<file path="config.mk">
export PLATFORM = sky130hd
export DESIGN_NAME = drv_meas
export DESIGN_NICKNAME = d
export VERILOG_FILES = /design/src/rtl/drv_meas.sv
export SDC_FILE = /design/constraint.sdc
export NUM_CORES = 1
export LEC_CHECK = 0
export CORE_MARGIN = 1
export CORE_UTILIZATION = 45
export DETAILED_ROUTE_END_ITERATION = 8
export HOLD_SLACK_MARGIN = 0.1
export PLACE_DENSITY = 0.69
export SYNTH_ARGS = -nofsm -noshare
export SYNTH_HDL_FRONTEND = slang
export SYNTH_SLANG_ARGS = --single-unit
</file>
<file path="constraint.sdc">
create_clock -name clk -period 2.6 [get_ports clk]
set_input_delay 0.26 -clock clk [delete_from_list [all_inputs] [get_ports clk]]
set_output_delay 0.26 -clock clk [all_outputs]
set_load 0.01 [all_outputs]
</file>
<file path="src/rtl/drv_meas.sv">
// drv_meas: measures the two-channel gate-drive waveform fed back from fixed_driver.
// For each ch0 period it reports the period, the high time of each channel, the
// ch0->ch1 phase and a missing-ch1 flag, all in clk ticks. It raises a stall flag
// when ch0 stops toggling.
// Optional build macro DRV_MEAS_GLITCH_EN inserts a FILT_LEN-cycle stability
// filter after the synchronizer.
module drv_meas #(
    parameter int CNT_BITS      = 24,
    parameter int TIMEOUT_TICKS = 200000,
    parameter int FILT_LEN      = 4
) (
    input  logic                clk,
    input  logic                rst,
    input  logic [1:0]          drv_in,
    output logic [CNT_BITS-1:0] meas_period,
    output logic [CNT_BITS-1:0] meas_high0,
    output logic [CNT_BITS-1:0] meas_high1,
    output logic [CNT_BITS-1:0] meas_phase,
    output logic                ch1_miss,
    output logic                meas_val,
    output logic                stalled,
    output logic [15:0]         meas_cnt
);

    localparam logic [CNT_BITS-1:0] CNT_ONE   = CNT_BITS'(1);
    localparam logic [CNT_BITS-1:0] TIMEOUT_C = CNT_BITS'(TIMEOUT_TICKS);

    typedef enum logic [1:0] {IDLE, RUN, STALL} state_t;

    // Saturating increment: counters stick at all-ones instead of wrapping.
    function automatic logic [CNT_BITS-1:0] sat_inc(input logic [CNT_BITS-1:0] v);
        return (&v) ? v : v + CNT_ONE;
    endfunction

    logic [1:0]          sync_p0;
    logic [1:0]          sync_p1;
    logic [1:0]          lvl;
    logic [1:0]          lvl_prev;
    logic [1:0]          rise;

    logic [CNT_BITS-1:0] tick;
    logic [CNT_BITS-1:0] hi0;
    logic [CNT_BITS-1:0] hi1;
    logic [CNT_BITS-1:0] phase;
    logic                seen;

    state_t              state;

    // Two-flop synchronizer for the asynchronous drive pins.
    always_ff @(posedge clk) begin
        sync_p0 <= drv_in;
        sync_p1 <= sync_p0;
    end

`ifdef DRV_MEAS_GLITCH_EN
    localparam int FCW = $clog2(FILT_LEN + 1);

    logic [1:0]     filt_p2;
    logic [FCW-1:0] fcnt_p2 [2];

    // Stability filter: a channel level changes only after FILT_LEN consecutive
    // cycles at the new value, so short glitches never reach the edge detector.
    always_ff @(posedge clk) begin
        for (int c = 0; c < 2; c++) begin
            if (sync_p1[c] == filt_p2[c]) begin
                fcnt_p2[c] <= '0;
            end else if (fcnt_p2[c] == FCW'(FILT_LEN - 1)) begin
                filt_p2[c] <= sync_p1[c];
                fcnt_p2[c] <= '0;
            end else begin
                fcnt_p2[c] <= fcnt_p2[c] + FCW'(1);
            end
        end
    end

    assign lvl = filt_p2;
`else
    assign lvl = sync_p1;
`endif

    // Previous level for edge detection; not reset so that a reset while a pin
    // is high does not fabricate a rising edge.
    always_ff @(posedge clk) begin
        lvl_prev <= lvl;
    end

    assign rise = lvl & ~lvl_prev;

    // Window counters: a ch0 rise closes the current window and opens the next,
    // with the opening cycle counted as tick 0 (so tick holds the next cycle's index).
    always_ff @(posedge clk) begin
        if (rise[0]) begin
            tick  <= CNT_ONE;
            hi0   <= CNT_ONE;
            hi1   <= lvl[1] ? CNT_ONE : '0;
            phase <= '0;
            seen  <= rise[1];
        end else begin
            tick <= sat_inc(tick);
            if (lvl[0]) begin
                hi0 <= sat_inc(hi0);
            end
            if (lvl[1]) begin
                hi1 <= sat_inc(hi1);
            end
            if (rise[1] && !seen) begin
                phase <= tick;
                seen  <= 1'b1;
            end
        end
    end

    // Measurement FSM: publishes the closed window on each ch0 rise and falls into
    // STALL when ch0 goes quiet; a rise on the timeout cycle takes priority.
    always_ff @(posedge clk) begin
        if (rst) begin
            state       <= IDLE;
            meas_period <= '0;
            meas_high0  <= '0;
            meas_high1  <= '0;
            meas_phase  <= '0;
            ch1_miss    <= 1'b0;
            meas_val    <= 1'b0;
            stalled     <= 1'b0;
            meas_cnt    <= '0;
        end else begin
            meas_val <= 1'b0;
            case (state)
                IDLE: begin
                    if (rise[0]) begin
                        state <= RUN;
                    end
                end
                RUN: begin
                    if (rise[0]) begin
                        meas_period <= tick;
                        meas_high0  <= hi0;
                        meas_high1  <= hi1;
                        meas_phase  <= seen ? phase : '0;
                        ch1_miss    <= !seen;
                        meas_val    <= 1'b1;
                        meas_cnt    <= meas_cnt + 16'd1;
                    end else if (tick >= TIMEOUT_C) begin
                        state       <= STALL;
                        stalled     <= 1'b1;
                        meas_period <= '0;
                        meas_high0  <= '0;
                        meas_high1  <= '0;
                        meas_phase  <= '0;
                        ch1_miss    <= 1'b1;
                    end
                end
                STALL: begin
                    if (rise[0]) begin
                        stalled <= 1'b0;
                        state   <= RUN;
                    end
                end
                default: begin
                    state <= IDLE;
                end
            endcase
        end
    end

endmodule

</file>
==> flow_metrics.py <==
metrics = {
    "status": {
        "status": "completed",
    },
    "floorplan": {
        "ios": 119,
        "row_count": 54,
        "core-area_um2": 21800,
        "die_h_um": 151,
        "start_util_pct": 46.0,
        "die_w_um": 151,
        "die_area_um2": 22900,
    },
    "grt": {
        "antenna_found_initial": 0,
        "grtUsageTotal_pct": 22.1,
        "grt_max_degree": 90,
        "grt_pass1_vias": 8017,
        "grt-ovfl-total": 0,
        "grt_first_pass_wirelength_mm": 41.4,
    },
    "sta": {
        "tightest_slew_ns": 0.698,
        "max_freq_ghz": 0.434,
        "rsz0062_at_grt": "false",
        "hold_ws_ns": 0.216,
        "slew_headroom_pct": 53.1,
        "final_hold_viol_count": 0,
        "tns_ns": 0,
        "post-route-min-period_ns": 2.30,
        "finalCritPeriodShare_pct": 88.6,
        "skew_ns": 0.0172,
        "maxSlewViolCount": 0,
        "finalSetupViolCount": 0,
    },
    "critical_path": {
        "cp_max_fo": 36,
        "required_ns": 3.01,
        "critical_path_class": "reg -> reg",
        "cp.arrival_ns": 2.71,
        "endpoint_kind": "flip-flop",
        "r2r_slack_ns": 0.30,
        "critPathLaunchType": "flip-flop",
    },
    "finish": {
        "fill_cells": 1965,
        "antenna_cells": 0,
        "final_cell_mix": "a21oi_1, dfxtp_1, clkdlybuf4s50_1",
        "final_common_cell": "a21oi_1",
        "syn_to_final_growth_pct": 22.8,
        "layout-drive-gt1-share_pct": 10.1,
        "final_nets": 1220,
    },
    "place": {
        "portBuffers": 118,
        "dp_hpwl_mm": 16.3,
        "globalplace.congestion": 0.831,
    },
    "synthesis": {
        "synth_cell_types": 61,
        "synth_top_area_share_pct": 38.9,
        "syn_area_per_cell_um2": 8.79,
        "yosysTopAreaCell": "dfxtp_1",
        "ys_warn_count": 0,
        "async_flop_share_pct": 0,
        "seq_area_frac_synth_pct": 46.3,
        "syn_area_um2": 10000,
        "synthCells": 1143,
        "synth_area_leaders": "dfxtp_1, a21oi_1, edfxtp_1",
        "synth_edf_count": 25,
        "synth_fp_nets": 1152,
        "ys_seq_elements": 220,
        "synthFlopType": "dfxtp_1",
    },
    "clock_network": {
        "cts_made_buffers": 24,
        "insertion_delay_ns": 0.51,
        "htreeDepth": 1,
        "cts_hold_buf": 0,
        "clk_pin_slew_worst_paths_ns": 0.06,
        "cts_tree": "done",
        "clockRootBuffer": "clkbuf_16",
        "clkSinkCount": 220,
        "clockBufferDepth": 3,
        "ctsResizeCount": 0,
        "post-cts-setup-buffer-count": 0,
    },
    "detailed_routing": {
        "met3WireLength_mm": 1.17,
        "dr.max_layer_used": "met4",
        "drtIter0Drc": 601,
        "drc": 0,
        "wl_met1_mm": 12.1,
        "drtAntennaViolNets": 0,
        "num_vias": 8969,
        "totalWireLength_mm": 25.4,
        "vias_per_cell": 5.94,
        "met2_wirelength_mm": 11.6,
        "dr.pass1.iters": 5,
        "wl_per_cell_um": 16.8,
    },
    "power": {
        "vdd_drop_max_mv": 0.383,
        "power.density_nw_per_um2": 641,
        "cellLeakagePower_uw": 0.00401,
    },
    "hold_path": {
        "hp-class": "in -> reg",
    },
    "flow_run": {
        "drv_cap": 0,
    },
}
==> per-layer routing <==
layer	vias up	GRT usage [%]
li1	4397	-
met1	4316	31.4
met2	222	35.4
met3	34	2.74
met4	0	5.15
met5	-	0
==> metrics by stage <==
stage               setup slack [ns]  std cells  total power [µW]  util [%]  area (µm²)
floorplan                      0.155       1143              4200         -       10000
global placement               0.416       1465              4410      52.7       11500
detailed placement             0.326       1465              4430      52.7       11500
CTS                            0.298       1509              7970      56.5       12300
global route                   0.172       1509              8210      56.5       12300
finish                         0.297       1509              7910      56.5       12300
==> logic make-up after synthesis <==
group           synth area share [%]
compound gates                  27.4
xor+xnor                        1.66
fa+ha+maj                      0.623
buf+inv                         5.03
flops                           46.3
mux                             1.92
simple gates                    17.0
==> cell usage after synthesis (9+ instances only) <==
cell	n
and3_1	9
inv_1	11
nor2_1	35
nand4_1	27
or4_1	22
nor4_1	16
a21oi_1	262
nand2_1	114
and4_1	11
edfxtp_1	25
dfxtp_1	195
or3_1	10
xnor2_1	9
xor2_1	10
o21ai_0	21
a211oi_2	30
nand2b_1	19
a211oi_1	68
mux2i_1	17
nand3_1	28
o31ai_1	18
clkbuf_1	95
==> power by group <==
group	switching (µW)	internal [µW]	leakage, µW
Clock	1390	2160	0.000400
Sequential	165	3570	0.00183
Combinational	396	231	0.00178
Total	1950	5960	0.00401
==> state kept, by name, summed over array words and instances, names as in the netlist <==
register and flops:
lvl_prev 2, state 2, ch1_miss 1, stalled 1
meas_phase 24, seen 1, meas_high0 24, lvl 2
hi0 24, meas_cnt 16, meas_val 1, hi1 24
sync_p0 2, phase 24, meas_high1 24, meas_period 24
tick 24
==> critical path, cell delays in order, from the launching register on <==
cell       delay (ns)
dfxtp_1          0.39
or4_4            0.57
a2111oi_4        0.51
nand3_4          0.13
buf_4            0.29
a211oi_1         0.27
==> cell type report <==
cell class	count	area (µm²)	area share, %
clock buffer	36	737	5.97
clock inverter	8	104	0.842
inverter	11	41.3	0.335
multi-input combinational	799	4930	40.0
sequential	220	4650	37.7
tap	280	350	2.84
timing repair buffer	155	1520	12.3
==> final timing paths <==
kind | start | end | cells after the start
worst min-delay path | drv_in[0] | sync_p0[0] | 1
worst max register to register | tick[13] | meas_high0[4] | 5
worst min register to register | sync_p0[0] | lvl[0] | 0
worst max-delay path | tick[13] | meas_high0[4] | 5
Power figures use the tool's default switching activity.
